File: config.mk
export PLATFORM = sky130hd
export DESIGN_NAME = turbo_frame_ctrl_flat
export DESIGN_NICKNAME = d
export VERILOG_FILES = /design/src/rtl/turbo_pkg.sv /design/src/rtl/turbo_frame_ctrl_if.sv /design/src/rtl/turbo_il_addr.sv /design/src/rtl/turbo_frame_ctrl.sv /design/src/flat_wrapper.sv
export SDC_FILE = /design/constraint.sdc
export NUM_CORES = 1
export LEC_CHECK = 0
export CORE_AREA = 2 2 76 49
export CTS_CLUSTER_DIAMETER = 200
export DETAILED_ROUTE_END_ITERATION = 8
export DIE_AREA = 0 0 78 51
export PLACE_DENSITY = 0.9
export REMOVE_ABC_BUFFERS = 1
export SLEW_MARGIN = 25
export SYNTH_ARGS = -nofsm -noshare
export SYNTH_HDL_FRONTEND = slang
export SYNTH_SLANG_ARGS = --single-unit
File: constraint.sdc
create_clock -name clk -period 4.05 [get_ports clk]
set_input_delay 0.6075 -clock clk [delete_from_list [all_inputs] [get_ports clk]]
set_output_delay 0.6075 -clock clk [all_outputs]
set_load 0.03 [all_outputs]
File: src/rtl/turbo_pkg.sv
// Shared types and default parameters for the turbo frame controller.
//   state_e : controller state encoding (LOAD, CLEAR, ENCODE, TAIL, DONE)
//   *_DEF   : default frame length, counter width, interleaver stride, tail length
package turbo_pkg;

    localparam int unsigned K_DEF    = 16;
    localparam int unsigned AW_DEF   = 4;
    localparam int unsigned P_DEF    = 5;
    localparam int unsigned TAIL_DEF = 3;

    typedef enum logic [2:0] {
        ST_LOAD   = 3'd0,
        ST_CLEAR  = 3'd1,
        ST_ENCODE = 3'd2,
        ST_TAIL   = 3'd3,
        ST_DONE   = 3'd4
    } state_e;

endpackage

File: src/rtl/turbo_frame_ctrl_if.sv
// Handshake and encoder-control bundle of the turbo frame controller.
//   slave  : controller side (takes the serial source and out_ready, drives encoder controls)
//   master : environment side (drives the source and out_ready, observes the controls)
interface turbo_frame_ctrl_if;

    logic in_valid;
    logic in_bit;
    logic in_ready;
    logic out_ready;
    logic enc_clr;
    logic enc_en;
    logic enc_sys;
    logic enc_int;
    logic enc_tail;
    logic frame_start;
    logic frame_done;
    logic busy;

    modport slave (
        input  in_valid, in_bit, out_ready,
        output in_ready, enc_clr, enc_en, enc_sys, enc_int, enc_tail,
               frame_start, frame_done, busy
    );

    modport master (
        output in_valid, in_bit, out_ready,
        input  in_ready, enc_clr, enc_en, enc_sys, enc_int, enc_tail,
               frame_start, frame_done, busy
    );

endinterface

File: src/rtl/turbo_il_addr.sv
// Interleaver address generator: addr walks 0, P, 2P, ... modulo K.
//   clk, rst : clock, asynchronous active-low reset
//   clr      : restart the sequence at 0 (has priority over step)
//   step     : advance to (addr + P) mod K
//   addr     : current interleaved read address
module turbo_il_addr
    import turbo_pkg::*;
#(
    parameter int unsigned K  = K_DEF,
    parameter int unsigned AW = AW_DEF,
    parameter int unsigned P  = P_DEF
) (
    input  logic          clk,
    input  logic          rst,
    input  logic          clr,
    input  logic          step,
    output logic [AW-1:0] addr
);

    logic [AW-1:0] addr_q;
    logic [AW-1:0] addr_d;
    logic [AW:0]   sum;

    // One extra bit on the sum so addr + P cannot overflow before the K compare.
    always_comb begin
        sum    = {1'b0, addr_q} + (AW+1)'(P);
        addr_d = addr_q;
        if (clr) begin
            addr_d = '0;
        end else if (step) begin
            if (sum >= (AW+1)'(K)) begin
                addr_d = AW'(sum - (AW+1)'(K));
            end else begin
                addr_d = sum[AW-1:0];
            end
        end
    end

    always_ff @(posedge clk or negedge rst) begin
        if (!rst) begin
            addr_q <= '0;
        end else begin
            addr_q <= addr_d;
        end
    end

    assign addr = addr_q;

endmodule

File: src/rtl/turbo_frame_ctrl.sv
// Frame sequencer for the turbo encoder: loads K bits serially, clears the
// encoder, streams natural/interleaved bits to the two constituent encoders,
// runs TAIL termination steps and pulses frame_done.
//   clk, rst : clock, asynchronous active-low reset
//   bus      : slave side of turbo_frame_ctrl_if (source handshake, out_ready,
//              encoder controls, frame_start/frame_done/busy)
// Outputs are decoded from registered state; only enc_en follows out_ready
// directly. in_ready is gated by rst so it drops immediately in reset.
module turbo_frame_ctrl
    import turbo_pkg::*;
#(
    parameter int unsigned K    = K_DEF,
    parameter int unsigned AW   = AW_DEF,
    parameter int unsigned P    = P_DEF,
    parameter int unsigned TAIL = TAIL_DEF
) (
    input  logic             clk,
    input  logic             rst,
    turbo_frame_ctrl_if.slave bus
);

    localparam int unsigned TW = (TAIL > 1) ? $clog2(TAIL) : 1;

    state_e        state_q, state_d;
    logic [AW-1:0] wcnt_q, wcnt_d;
    logic [AW-1:0] rcnt_q, rcnt_d;
    logic [TW-1:0] tcnt_q, tcnt_d;
    logic [K-1:0]  fbuf_q, fbuf_d;

    logic [AW-1:0] iaddr;
    logic          il_clr;
    logic          il_step;

    logic in_ready, enc_clr, enc_en, enc_sys, enc_int, enc_tail;
    logic frame_start, frame_done, busy;

    turbo_il_addr #(
        .K  (K),
        .AW (AW),
        .P  (P)
    ) u_il_addr (
        .clk  (clk),
        .rst  (rst),
        .clr  (il_clr),
        .step (il_step),
        .addr (iaddr)
    );

    // Next-state, counter/buffer updates and output decode.
    always_comb begin
        state_d     = state_q;
        wcnt_d      = wcnt_q;
        rcnt_d      = rcnt_q;
        tcnt_d      = tcnt_q;
        fbuf_d      = fbuf_q;
        il_clr      = 1'b0;
        il_step     = 1'b0;
        in_ready    = 1'b0;
        enc_clr     = 1'b0;
        enc_en      = 1'b0;
        enc_sys     = 1'b0;
        enc_int     = 1'b0;
        enc_tail    = 1'b0;
        frame_start = 1'b0;
        frame_done  = 1'b0;
        busy        = 1'b0;

        unique case (state_q)
            ST_LOAD: begin
                in_ready = rst;
                if (bus.in_valid && rst) begin
                    fbuf_d[wcnt_q] = bus.in_bit;
                    if (wcnt_q == AW'(K-1)) begin
                        wcnt_d  = '0;
                        state_d = ST_CLEAR;
                    end else begin
                        wcnt_d = wcnt_q + AW'(1);
                    end
                end
            end
            ST_CLEAR: begin
                enc_clr     = 1'b1;
                frame_start = 1'b1;
                busy        = 1'b1;
                rcnt_d      = '0;
                il_clr      = 1'b1;
                state_d     = ST_ENCODE;
            end
            ST_ENCODE: begin
                busy    = 1'b1;
                enc_sys = fbuf_q[rcnt_q];
                enc_int = fbuf_q[iaddr];
                enc_en  = bus.out_ready;
                if (bus.out_ready) begin
                    il_step = 1'b1;
                    rcnt_d  = rcnt_q + AW'(1);
                    if (rcnt_q == AW'(K-1)) begin
                        tcnt_d  = '0;
                        state_d = ST_TAIL;
                    end
                end
            end
            ST_TAIL: begin
                busy     = 1'b1;
                enc_tail = 1'b1;
                enc_en   = bus.out_ready;
                if (bus.out_ready) begin
                    tcnt_d = tcnt_q + TW'(1);
                    if (tcnt_q == TW'(TAIL-1)) begin
                        state_d = ST_DONE;
                    end
                end
            end
            ST_DONE: begin
                busy       = 1'b1;
                frame_done = 1'b1;
                state_d    = ST_LOAD;
            end
            default: begin
                state_d = ST_LOAD;
            end
        endcase
    end

    always_ff @(posedge clk or negedge rst) begin
        if (!rst) begin
            state_q <= ST_LOAD;
            wcnt_q  <= '0;
            rcnt_q  <= '0;
            tcnt_q  <= '0;
            fbuf_q  <= '0;
        end else begin
            state_q <= state_d;
            wcnt_q  <= wcnt_d;
            rcnt_q  <= rcnt_d;
            tcnt_q  <= tcnt_d;
            fbuf_q  <= fbuf_d;
        end
    end

    assign bus.in_ready    = in_ready;
    assign bus.enc_clr     = enc_clr;
    assign bus.enc_en      = enc_en;
    assign bus.enc_sys     = enc_sys;
    assign bus.enc_int     = enc_int;
    assign bus.enc_tail    = enc_tail;
    assign bus.frame_start = frame_start;
    assign bus.frame_done  = frame_done;
    assign bus.busy        = busy;

endmodule
File: src/flat_wrapper.sv
// flat-port wrapper written by rule: the top's interface ports become plain ports
module turbo_frame_ctrl_flat import turbo_pkg::*;
#(
    parameter int unsigned K    = K_DEF,
    parameter int unsigned AW   = AW_DEF,
    parameter int unsigned P    = P_DEF,
    parameter int unsigned TAIL = TAIL_DEF
)
  (clk, rst, bus_in_valid, bus_in_bit, bus_out_ready, bus_in_ready, bus_enc_clr, bus_enc_en, bus_enc_sys, bus_enc_int, bus_enc_tail, bus_frame_start, bus_frame_done, bus_busy);
  turbo_frame_ctrl_if bus_i ();
  input  logic clk;
  input  logic rst;
  input wire logic [$bits(bus_i.in_valid)-1:0] bus_in_valid;
  input wire logic [$bits(bus_i.in_bit)-1:0] bus_in_bit;
  input wire logic [$bits(bus_i.out_ready)-1:0] bus_out_ready;
  output wire logic [$bits(bus_i.in_ready)-1:0] bus_in_ready;
  output wire logic [$bits(bus_i.enc_clr)-1:0] bus_enc_clr;
  output wire logic [$bits(bus_i.enc_en)-1:0] bus_enc_en;
  output wire logic [$bits(bus_i.enc_sys)-1:0] bus_enc_sys;
  output wire logic [$bits(bus_i.enc_int)-1:0] bus_enc_int;
  output wire logic [$bits(bus_i.enc_tail)-1:0] bus_enc_tail;
  output wire logic [$bits(bus_i.frame_start)-1:0] bus_frame_start;
  output wire logic [$bits(bus_i.frame_done)-1:0] bus_frame_done;
  output wire logic [$bits(bus_i.busy)-1:0] bus_busy;
  assign bus_i.in_valid = bus_in_valid;
  assign bus_i.in_bit = bus_in_bit;
  assign bus_i.out_ready = bus_out_ready;
  assign bus_in_ready = bus_i.in_ready;
  assign bus_enc_clr = bus_i.enc_clr;
  assign bus_enc_en = bus_i.enc_en;
  assign bus_enc_sys = bus_i.enc_sys;
  assign bus_enc_int = bus_i.enc_int;
  assign bus_enc_tail = bus_i.enc_tail;
  assign bus_frame_start = bus_i.frame_start;
  assign bus_frame_done = bus_i.frame_done;
  assign bus_busy = bus_i.busy;
  turbo_frame_ctrl #(.K(K), .AW(AW), .P(P), .TAIL(TAIL)) u_core (.clk(clk), .rst(rst), .bus(bus_i));
endmodule
==> Yosys cells after proc, flatten, opt, wreduce, memory -nomap -nowiden <==
Cells that the tools add are included.
{ "totals": {"out_inout_bits": 9, "reg_bits": 33, "wordCells": 75} }
{ "op_classes": {"muxes": 34, "eq_ne": 13, "n_lt_le_gt_ge": 5, "n_addsub": 5, "reduce_logical": 12} }
{ "op_table": {"columns": ["operator", "n"], "rows": [
  ["2-to-1 mux 4 bit", 5],
  ["2-to-1 mux 3 bit", 6],
  ["bitwise mux 16 bit", 1],
  ["less-than comparator 4 x 5 -> 1 bit (second input constant)", 3],
  ["2-to-1 mux 1 bit", 13],
  ["case mux 3 bit (4 select lines)", 1],
  ["adder 4 x 1 -> 4 bit (second input constant)", 2],
  ["binary-select mux 1 bit (select 4 bit)", 2],
  ["== test 4 bit (second input constant)", 2],
  ["!= test 2 x 1 -> 1 bit (second input constant)", 4],
  ["case mux 4 bit (2 select lines)", 1],
  ["== test 3 x 2 -> 1 bit (second input constant)", 2],
  ["2-to-1 mux 2 bit", 3],
  ["AND reduction 6 bit", 1],
  ["nonzero test 2 bit", 3],
  ["adder 4 x 3 -> 5 bit (second input constant)", 1],
  [">= comparator 5 bit (second input constant)", 1],
  ["demux 1 bit (select 4 bit)", 1],
  [">= comparator 4 x 1 -> 1 bit (second input constant)", 1],
  ["!= test 2 bit (second input constant)", 2],
  ["case mux 2 bit (2 select lines)", 1],
  ["AND reduction 2 bit", 2],
  ["AND reduction 4 bit", 1],
  ["OR reduction 4 bit", 1],
  ["other kinds (8)", 9]
]} }

==> Depth between registers and ports, before layout <==
Gate-level depths: netlist of run 1.
{ "depth": {"word_depth": 5, "mapped_depth": 6, "depth_no_buf": 5} }

==> By module <==
A second synthesis of run 1 with hierarchy kept.
{ "hier_totals": {"cells_unflattened": 184, "hier_area_um2": 2005.7} }
{ "modules_own_cells": {"columns": ["mod", "n_inst", "cells_per_inst", "seq_area_each_um2", "area_per_inst_um2"], "rows": [
  ["turbo_frame_ctrl", 1, 167, 725.7, 1823.0],
  ["turbo_il_addr", 1, 17, 100.1, 182.7]
]} }

==> Least setup slack after synthesis of run 1 <==
No wires, ideal clock.
{ "synth_path": {"kind": "flip-flop to output port", "from": "register u_core.state_q[1]", "to": "output bus_frame_start", "path_slack_ns": 1.424, "path_buffers": 2, "stages_incl_launch_ff": 4, "arrival_ns": 2.019, "required_time_ns": 3.442, "path_cell_list": "dfrtp_1 -> clkbuf_1 -> nor3b_1 -> buf_4"} }
{ "synth_via": {"elab_chain_len": 2} }
{ "synth_rtl": {"columns": ["item", "line_no", "source"], "rows": [
  ["start: declaration", "turbo_frame_ctrl.sv:24", "state_e state_q, state_d;"],
  ["start signal: assignment", "turbo_frame_ctrl.sv:133", "state_q <= state_d;"],
  ["== test 3 x 1 -> 1 bit", null, null],
  ["2-to-1 mux 1 bit", null, null],
  ["end: declaration", "flat_wrapper.sv:22", "output wire logic [$bits(bus_i.frame_start)-1:0] bus_frame_start;"]
]} }
Every way passes these cells.

==> Worst setup path in the final report of run 1 <==
{ "layout_path": {"from": "register u_core.state_q[0]", "to": "output bus_enc_clr"} }
{ "layout_via": {"elab_chain_len": 2} }
{ "layout_rtl": {"columns": ["item", "line_no", "source"], "rows": [
  ["== test 3 x 1 -> 1 bit", "turbo_frame_ctrl.sv:68", "unique case (state_q)"],
  ["2-to-1 mux 1 bit", "turbo_frame_ctrl.sv:68", null],
  ["end: declaration", "flat_wrapper.sv:17", "output wire logic [$bits(bus_i.enc_clr)-1:0] bus_enc_clr;"]
]} }
Every way passes these cells.

==> results of run 1 <==
-- synthesized netlist by cell type (2+ instances only) --
library cell / number
a21oi_1: 7
a2bb2oi_1: 2
a31oi_1: 3
a32oi_1: 2
and2_1: 2
buf_2: 5
clkbuf_1: 8
dfrtp_1: 33
ha_1: 7
inv_1: 6
mux2_2: 18
mux2i_1: 10
mux4_2: 4
nand2_1: 11
nand3_1: 18
nand3b_1: 3
nand4_1: 4
nor2_1: 13
nor2b_1: 3
nor3_1: 4
o211ai_1: 2
o21ai_0: 9
or3_1: 4
xnor2_1: 2
-- power groups by stage --
stage          Combinational [mW]  Sequential [mW]  Clock (mW)
2_1_floorplan               0.441            0.554           0
3_3_place_gp                0.574            0.597           0
3_5_place_dp                0.594            0.604           0
4_1_cts                     0.595            0.598       0.284
5_1_grt                     0.664            0.626       0.300
6_report                    0.594            0.604       0.278
-- final cells by class --
class,count,area [um^2]
clock buffer,7,96.34
clock inverter,1,5.005
inverter,6,22.52
sequential,33,825.8
fill,267,1240
multi-input combinational,136,1017
tap,47,58.81
timing repair buffer,14,137.6
-- registers in the layout (all words and copies together) (netlist names) --
name                   count
u_core.u_il_addr.addr      4
u_core.fbuf_q             16
u_core.wcnt_q              4
u_core.state_q             3
u_core.rcnt_q              4
u_core.tcnt_q              2
-- worst register-to-register path: stages, from the launching register on --
cell     delay (ns)
dfrtp_1        0.53
nor3_1         0.28
and3_1         0.65
nand3_1        0.24
mux2_2         0.32
-- cells by family (layout without fill, tap and decap cells) --
group	count (synthesis)	in the layout	synth area share [%]
flip-flops	33	33	42.58
multiplexers	32	32	20.26
AND/OR/NAND/NOR	66	66	17.23
AO/OA/AOI/OAI	28	28	9.097
buffers and inverters	21	28	4.968
adder cells (fa/ha/maj)	7	7	4.516
XOR/XNOR	3	3	1.355
-- cell usage in the layout (no fill, tap or decap), types with 2 or more instances in the layout --
master and count:
dfrtp_1 33, nand3_1 18, mux2_2 18, nor2_1 13, clkdlybuf4s50_1 13, nand2_1 11, mux2i_1 10, o21ai_0 9
a21oi_1 7, ha_1 7, clkbuf_8 7, inv_1 6, mux4_2 4, nor3_1 4, nand4_1 4, or3_1 4
nand3b_1 3, a31oi_1 3, nor2b_1 3, and2_1 2, xnor2_1 2, a2bb2oi_1 2, a32oi_1 2, o211ai_1 2
-- worst max path at each step --
stage	start	end	cells after the start
5_1_grt	u_core.state_q[0]	bus_enc_clr	2
6_report	u_core.state_q[0]	bus_enc_clr	2
4_1_cts	u_core.u_il_addr.addr[0]	bus_enc_int	5
3_5_place_dp	u_core.u_il_addr.addr[0]	bus_enc_int	5
2_1_floorplan	u_core.state_q[0]	bus_enc_clr	1
3_3_place_gp	u_core.state_q[0]	bus_enc_clr	2
-- routing by layer --
metal	global-route usage, %	vias up
met1	34.91	704
met4	10.53	0
li1	-	703
met3	6.537	7
met5	0	-
met2	33.48	57
==> results.cfg, run 1 <==
[global_route]
grt_pass1_vias = 1363
grt_pass1_wl_um = 6962
grt_start_max_net_pins = 35
gr-usage-all-layers_pct = 23.96
antenna_found_initial = 0
grt_overflow_total = 0

[hold_path]
worstHoldEndpoint = u_core.tcnt_q[1]
min_from = u_core.tcnt_q[1]
min_path_cells = 1
hold_class = reg2reg

[critical_path]
worst_path_largest_cell_delay_ns = 0.82
required_ns = 3.44
reg2reg_from = u_core.state_q[1]
cp_cell_sequence = nor3b_1, clkdlybuf4s50_1
worstPathArrival_ns = 2.47
cp_max_fo = 14
slowest_stage = clkdlybuf4s50_1
r2r_cells = 4
r2r_setup_slack_ns = 1.91
regToRegEndpoint = u_core.fbuf_q[11]
cp_num_buf_inv = 1
startpoint_type = flop
path_class = reg2out
crit_family = buffers and inverters
critPathCaptureType = output pin

[synthesis]
async_flop_share_pct = 100.0
synth_cells = 190
netlist_top_cells_area = dfrtp_1 43%, mux2_2 10%, mux2i_1 5.2%, nand3_1 4.6%, mux4_2 4.6%
synthDistinctLibCells = 34
synth_area_um2 = 1939
ys_warn_count = 0
ys.flop_type = dfrtp_1
ys_ff_latch = 33
yosysSeqAreaShare_pct = 42.58
synth_top_area_share_pct = 42.58
synth_edf_count = 0
synth_top_area_cell = dfrtp_1
syn_avg_cell_area_um2 = 10.21

[power_and_ir_drop]
switching_share_pct = 42.57
clockPowerShare_pct = 18.8
intPower_mw = 0.8476
ir_drop_v = 0.0003644
p_switching_mw = 0.6282
pwr-share-comb_pct = 40.3
pwr_density_cell_nw_per_um2 = 682.2
seq_power_share_pct = 40.9
p_total_mw = 1.476
leakage_nw = 0.9524

[floorplanning]
die_w_um = 78
io_pins = 14
die_h_um = 51
rows = 17
start_util_pct = 56.99
core-area_um2 = 3403
dieArea_um2 = 3978

[cells_and_area]
fin_nets = 208
area_delta_synth_final_pct = 11.55
post-route-util_pct = 63.57
final_area_um2 = 2163
diodes = 0
final_layout_size_suffix_gt1_share_pct = 16.24
final_cell_count_no_fill = 244

[timing]
fin_hold_ws_ns = 0.5191
finalSetupViolCount = 0
fin_crit_sh_pct = 75.97
worstMarginPinSlew_ns = 0.8750
finClkSkew_ns = 0.001174
rsz0062_at_grt = no
relSlewSlack_pct = 41.54
tns_ns = 0
finalHoldViolCount = 0
min_period_ns = 3.077
drv_slew = 0
layout_setup_ws_ns = 0.9731
max_freq_mhz = 325.0

[placement]
place_ws_ns = 1.299
dpl-instance-area_um2 = 2062
hpwl_um = 2864
port_buffers = 13
dp.cells = 236
gp_routability_congestion = 0.8770

[drt]
dr_wl_met3_um = 324
met2_length_um = 1673
dr.first_iter.drc_count = 159
vias_per_cell = 6.029
wirelength_um = 4026
drt_pass1_iterations = 5
drc_errors = 0
ant_nets = 0
vias = 1471
wl_per_cell_um = 16.50
highest_layer = met4
wirelength_met1_um = 1954

[clocking]
clockBufferDepth = 2
clock_sinks = 33
cts_setup_buffers = 0
cts_resized = 0
cts_buffers = 5
hold_buffers = 0
insertion_delay_ns = 0.29
root_buffer = clkbuf_8
path_clk_slew_ns = 0.07
cts_tree = done
htreeDepth = 2

[status]
status = finished clean

[job]
max-cap-violations = 0
(Power assumes the default switching activity.)
==> run 2, diff against run 1 <==
Settings changed: CORE_AREA 2 2 76 49 to 2 2 78 50, DIE_AREA 0 0 78 51 to 0 0 80 52, PLACE_DENSITY 0.9 to 0.86.
Clock period 4.05 ns to 3 ns, I/O delays scaled along.
==> run 2 against run 1 <==
Effect of this change: cell area is 0.64% lower; sequential share of layout area is 0.24 points higher; largest power group is now combinational cells; first-iteration DRC count is 1.3% lower; flip-flop and latch count stayed put; setup slack worse by 0.88 ns; highest routed layer unchanged; critical path depth is 3 higher; non-clock buffer count is 1 higher; via count is 0.20% lower; cell count is 0.41% higher; sequential power is 34% higher.
==> results.cfg, run 2 (same netlist as run 1, synthesis figures left out) <==
[floorplanning]
dieArea_um2 = 4160
core-area_um2 = 3488
die_w_um = 80
rows = 17
die_h_um = 52
io_pins = 14
start_util_pct = 55.60

[critical_path]
r2r_setup_slack_ns = 0.83
crit_family = flip-flops
reg2reg_from = u_core.state_q[0]
slowest_stage = dfrtp_1
required_ns = 2.55
startpoint_type = flop
regToRegEndpoint = u_core.fbuf_q[5]
worst_path_largest_cell_delay_ns = 0.60
critPathCaptureType = output pin
r2r_cells = 4
crit_start = u_core.u_il_addr.addr[0]
path_class = reg2out
cp_num_buf_inv = 1
cp_max_fo = 9
worstPathArrival_ns = 2.45
cp_cell_sequence = mux4_2, a2bb2oi_1, a32oi_1, nor2_1, clkdlybuf4s50_1

[placement]
gp_routability_congestion = 0.8687
port_buffers = 13
hpwl_um = 3022

[timing]
finalHoldViolCount = 0
relSlewSlack_pct = 48.50
tns_ns = 0
fin_crit_sh_pct = 96.74
finalSetupViolCount = 0
max_freq_mhz = 344.6
worstMarginPinSlew_ns = 0.7725
drv_slew = 0
rsz0062_at_grt = no
min_period_ns = 2.902
finClkSkew_ns = 0.004619

[drt]
vias_per_cell = 5.992
vias = 1468
drc_errors = 0
ant_nets = 0
wirelength_um = 4170
wl_per_cell_um = 17.02
dr.first_iter.drc_count = 157
drt_pass1_iterations = 4

[cells_and_area]
area_delta_synth_final_pct = 10.84
final_layout_size_suffix_gt1_share_pct = 16.67
largest_reg_flops = 16
final_common_cell = dfrtp_1
diodes = 0
layout_common_cells = 33 x dfrtp_1, 18 x nand3_1, 18 x mux2_2
regMostFlops = u_core.fbuf_q
fin_nets = 209

[global_route]
antenna_found_initial = 0
grt_pass1_wl_um = 7120
gr-usage-all-layers_pct = 23.67
grt_pass1_vias = 1389
grt_overflow_total = 0
grt_start_max_net_pins = 36

[hold_path]
min_path_cells = 1
min_from = u_core.fbuf_q[10]
worstHoldEndpoint = u_core.fbuf_q[10]
hold_class = reg2reg

[clocking]
hold_buffers = 0
root_buffer = clkbuf_8
cts_resized = 0
insertion_delay_ns = 0.29
clockBufferDepth = 2
clock_sinks = 33
htreeDepth = 2
path_clk_slew_ns = 0.07
cts_buffers = 5
cts_setup_buffers = 0
cts_tree = done

[status]
status = finished clean

[power_and_ir_drop]
leakage_nw = 0.9505
ir_drop_v = 0.0005905
pwr_density_cell_nw_per_um2 = 910.9
p_total_mw = 1.958

[job]
max-cap-violations = 0
## run 2: per-stage QoR
stage	hold slack [ns]	setup WS (ns)	util [%]	std cells	instance area [um^2]
after detailed placement	0.5269	0.4111	59.25	237	2067
final	0.5394	0.09768	61.62	245	2150
after global routing	0.5590	0.01139	61.62	245	2150
after global placement	0.4942	0.4919	59.25	237	2067
after CTS	0.5425	0.09708	61.62	245	2150
after floorplan	0.1544	0.3589	-	175	1866
## run 2: area by class of cell
type	count	area, um^2
clock buffers	6	72.57
clock inverters	2	10.01
fillers	291	1339
inverters	6	22.52
multi-input cells	136	1017
flip-flops and latches	33	825.8
well taps	47	58.81
repair buffers	15	142.6
## run 2: power by group
group | internal (mW) | switching, mW
clock network | 0.161 | 0.164
registers | 0.567 | 0.241
logic | 0.375 | 0.450
total | 1.10 | 0.856
## run 2: layer usage
layer / wire (um) / track usage [%]
met1: 1955 / 33.52
met2: 1837 / 34.72
met3: 300 / 6.250
met4: 76 / 9.322
met5: 0 / 0
## run 2: worst max path at each step
| stage | slack, ns | endpoint | depth (start not counted) |
|---|---|---|---|
| after floorplan | 0.36 | bus_enc_clr | 1 |
| after global placement | 0.49 | bus_enc_int | 5 |
| after detailed placement | 0.41 | bus_enc_int | 5 |
| after CTS | 0.1 | bus_enc_int | 5 |
| after global routing | 0.01 | bus_enc_int | 5 |
| final | 0.1 | bus_enc_int | 5 |
==> run 3, diff against run 2 <==
Settings changed: CORE_AREA 2 2 78 50 to 2 2 79 51, DIE_AREA 0 0 80 52 to 0 0 81 53, SLEW_MARGIN 25 to unset, SYNTH_HIERARCHICAL set to 1.
==> run 3 against run 2 <==
Effect of this change: cell count down 0.41%; fmax up 0.48%; highest routed layer unchanged; largest power group unchanged; largest cell class unchanged; count of clock-buffer cells in the layout unchanged; power up 0.13%; cell area up 3.1%.
==> results.cfg, run 3 <==
[placement]
hpwl_um = 2920
port_buffers = 13
dp.cells = 236
gp_routability_congestion = 0.8644

[global_route]
gr-usage-all-layers_pct = 22.16
grt_start_max_net_pins = 35
grt_pass1_vias = 1346
antenna_found_initial = 0
grt_pass1_wl_um = 6720
grt_overflow_total = 0

[synthesis]
syn_avg_cell_area_um2 = 10.90
ys.flop_type = dfrtp_1
synth_area_um2 = 2006
synthDistinctLibCells = 43
ys_top_cells_by_count = 33 x dfrtp_1, 15 x nand3_1, 13 x nand2_1, 10 x nor2_1
synth_cells = 184
netlist_top_cells_area = dfrtp_1 41%, mux2_4 4.5%, mux4_2 4.5%, ha_1 4.4%, mux2_1 3.9%
synth_top_area_cell = dfrtp_1
yosysSeqAreaShare_pct = 41.17
ys_warn_count = 6
synth_top_area_share_pct = 41.17
synth.most_common_cell = dfrtp_1
synth_edf_count = 0
ys_ff_latch = 33
async_flop_share_pct = 100.0

[power_and_ir_drop]
pwr_density_cell_nw_per_um2 = 884.8
switching_share_pct = 42.23
p_switching_mw = 0.8280
pwr-share-comb_pct = 43.1
intPower_mw = 1.133
seq_power_share_pct = 40.4
ir_drop_v = 0.0005760
leakage_nw = 1.026
clockPowerShare_pct = 16.5

[cells_and_area]
layout_common_cells = 33 x dfrtp_1, 15 x nand3_1, 13 x nand2_1
final_common_cell = dfrtp_1
final_layout_size_suffix_gt1_share_pct = 16.24
final_cell_count_no_fill = 244
diodes = 0
largest_reg_flops = 16
fin_nets = 208
regMostFlops = u_core/fbuf_q
area_delta_synth_final_pct = 10.48

[timing]
finalHoldViolCount = 0
min_period_ns = 2.888
drv_slew = 0
relSlewSlack_pct = 56.30
fin_crit_sh_pct = 96.28
worstMarginPinSlew_ns = 0.6554
max_freq_mhz = 346.2
rsz0062_at_grt = no
finalSetupViolCount = 0
finClkSkew_ns = 0.004800
tns_ns = 0

[status]
status = finished clean

[floorplanning]
die_w_um = 81
start_util_pct = 56.80
io_pins = 14
rows = 17
dieArea_um2 = 4293
core-area_um2 = 3531
die_h_um = 53

[clocking]
cts_setup_buffers = 0
clock_sinks = 33
hold_buffers = 0
cts_buffers = 5
htreeDepth = 2
path_clk_slew_ns = 0.07
insertion_delay_ns = 0.29
cts_tree = done
root_buffer = clkbuf_8
clockBufferDepth = 2

[drt]
dr.first_iter.drc_count = 91
ant_nets = 0
wl_per_cell_um = 16.61
vias_per_cell = 5.832
drt_pass1_iterations = 4
wirelength_um = 4052
drc_errors = 0
vias = 1423

[critical_path]
required_ns = 2.55
startpoint_type = flop
path_class = reg2out
cp_max_fo = 9
critPathCaptureType = output pin
worstPathArrival_ns = 2.44

[job]
max-cap-violations = 0

[hold_path]
hold_class = reg2reg
-- run 3: changes by cell type in the layout (fill, tap and decap cells not counted), moves of 3 or more --
cell	delta
nor2_1	-3
a21oi_1	-4
mux2_4	+6
nand2b_1	+3
mux2i_1	-4
and3_1	+3
mux2_1	+7
o22ai_1	+3
and2_1	+3
mux2_2	-11
o21ai_0	-4
nand3_1	-3
-- run 3: worst paths after layout --
path                       slack [ns]                startpoint  cells past startpoint          endpoint
setup / recovery                 0.11  u_core/u_il_addr/addr[0]                      5       bus_enc_int
hold / removal                   0.49          u_core/tcnt_q[0]                      1  u_core/tcnt_q[0]
setup reg to reg                 0.90         u_core/state_q[1]                      4  u_core/fbuf_q[9]
hold reg to reg                  0.49          u_core/tcnt_q[0]                      1  u_core/tcnt_q[0]
max in group asynchronous        1.98                       rst                      2  u_core/fbuf_q[4]
min in group asynchronous        0.71                       rst                      2  u_core/fbuf_q[1]
-- run 3: cell type report --
cell class | instances | area, um^2
timing repair buffer | 17 | 160.2
sequential | 33 | 825.8
fill | 284 | 1315
multi-input combinational | 133 | 1066
clock inverter | 2 | 10.01
clock buffer | 6 | 72.57
tap | 47 | 58.81
inverter | 6 | 22.52
-- run 3: per-stage QoR --
step	utilization, %	cell area, um^2	hold WS, ns	power, mW	setup WS (ns)
after floorplan	-	1914	0.1544	1.363	0.2592
after global placement	60.35	2131	0.4727	1.596	0.4340
after detailed placement	60.35	2131	0.4833	1.641	0.3369
after CTS	62.69	2213	0.4997	1.972	0.009562
after global routing	62.76	2216	0.5370	2.106	0.008396
final	62.76	2216	0.4900	1.961	0.1116
-- run 3: critical path: stages, from the launching register on --
cell             delay, ns
dfrtp_1               0.62
mux4_2                0.55
nand2b_1              0.16
o311ai_0              0.10
o22ai_1               0.11
clkdlybuf4s50_1       0.60
-- run 3: cells by family (layout without fill, tap and decap cells) --
| logic type | count (synthesis) | after routing | share of synthesized area [%] |
|---|---|---|---|
| and+or+nand+nor | 69 | 69 | 19.34 |
| DFF | 33 | 33 | 41.17 |
| muxes | 30 | 30 | 19.84 |
| AOI/OAI and AO/OA | 21 | 21 | 6.987 |
| buffers and inverters | 18 | 31 | 5.676 |
| adders and majority gates | 7 | 7 | 4.367 |
| xor gates and xnor gates | 6 | 6 | 2.620 |
-- run 3: power by group through the flow --
stage               Sequential, mW  Combinational (mW)  Clock [mW]
floorplan                    0.741               0.622           0
global placement             0.786               0.810           0
detailed placement           0.796               0.845           0
CTS                          0.789               0.849       0.334
global route                 0.821               0.929       0.356
finish                       0.793               0.844       0.323
-- run 3: repair_timing --
item / CTS / global route
resized for setup: 0 / 1
endpoints found under the setup margin: 0 / 1
endpoints found under the hold margin: 0 / 0
-- run 3: routing by layer --
metal	part of all wire [%]	routed length (um)	global-route usage [%]
met1	49	2004	32.90
met2	43	1752	29.89
met3	6.0	245	4.608
met4	1.2	48	11.86
met5	0	0	0
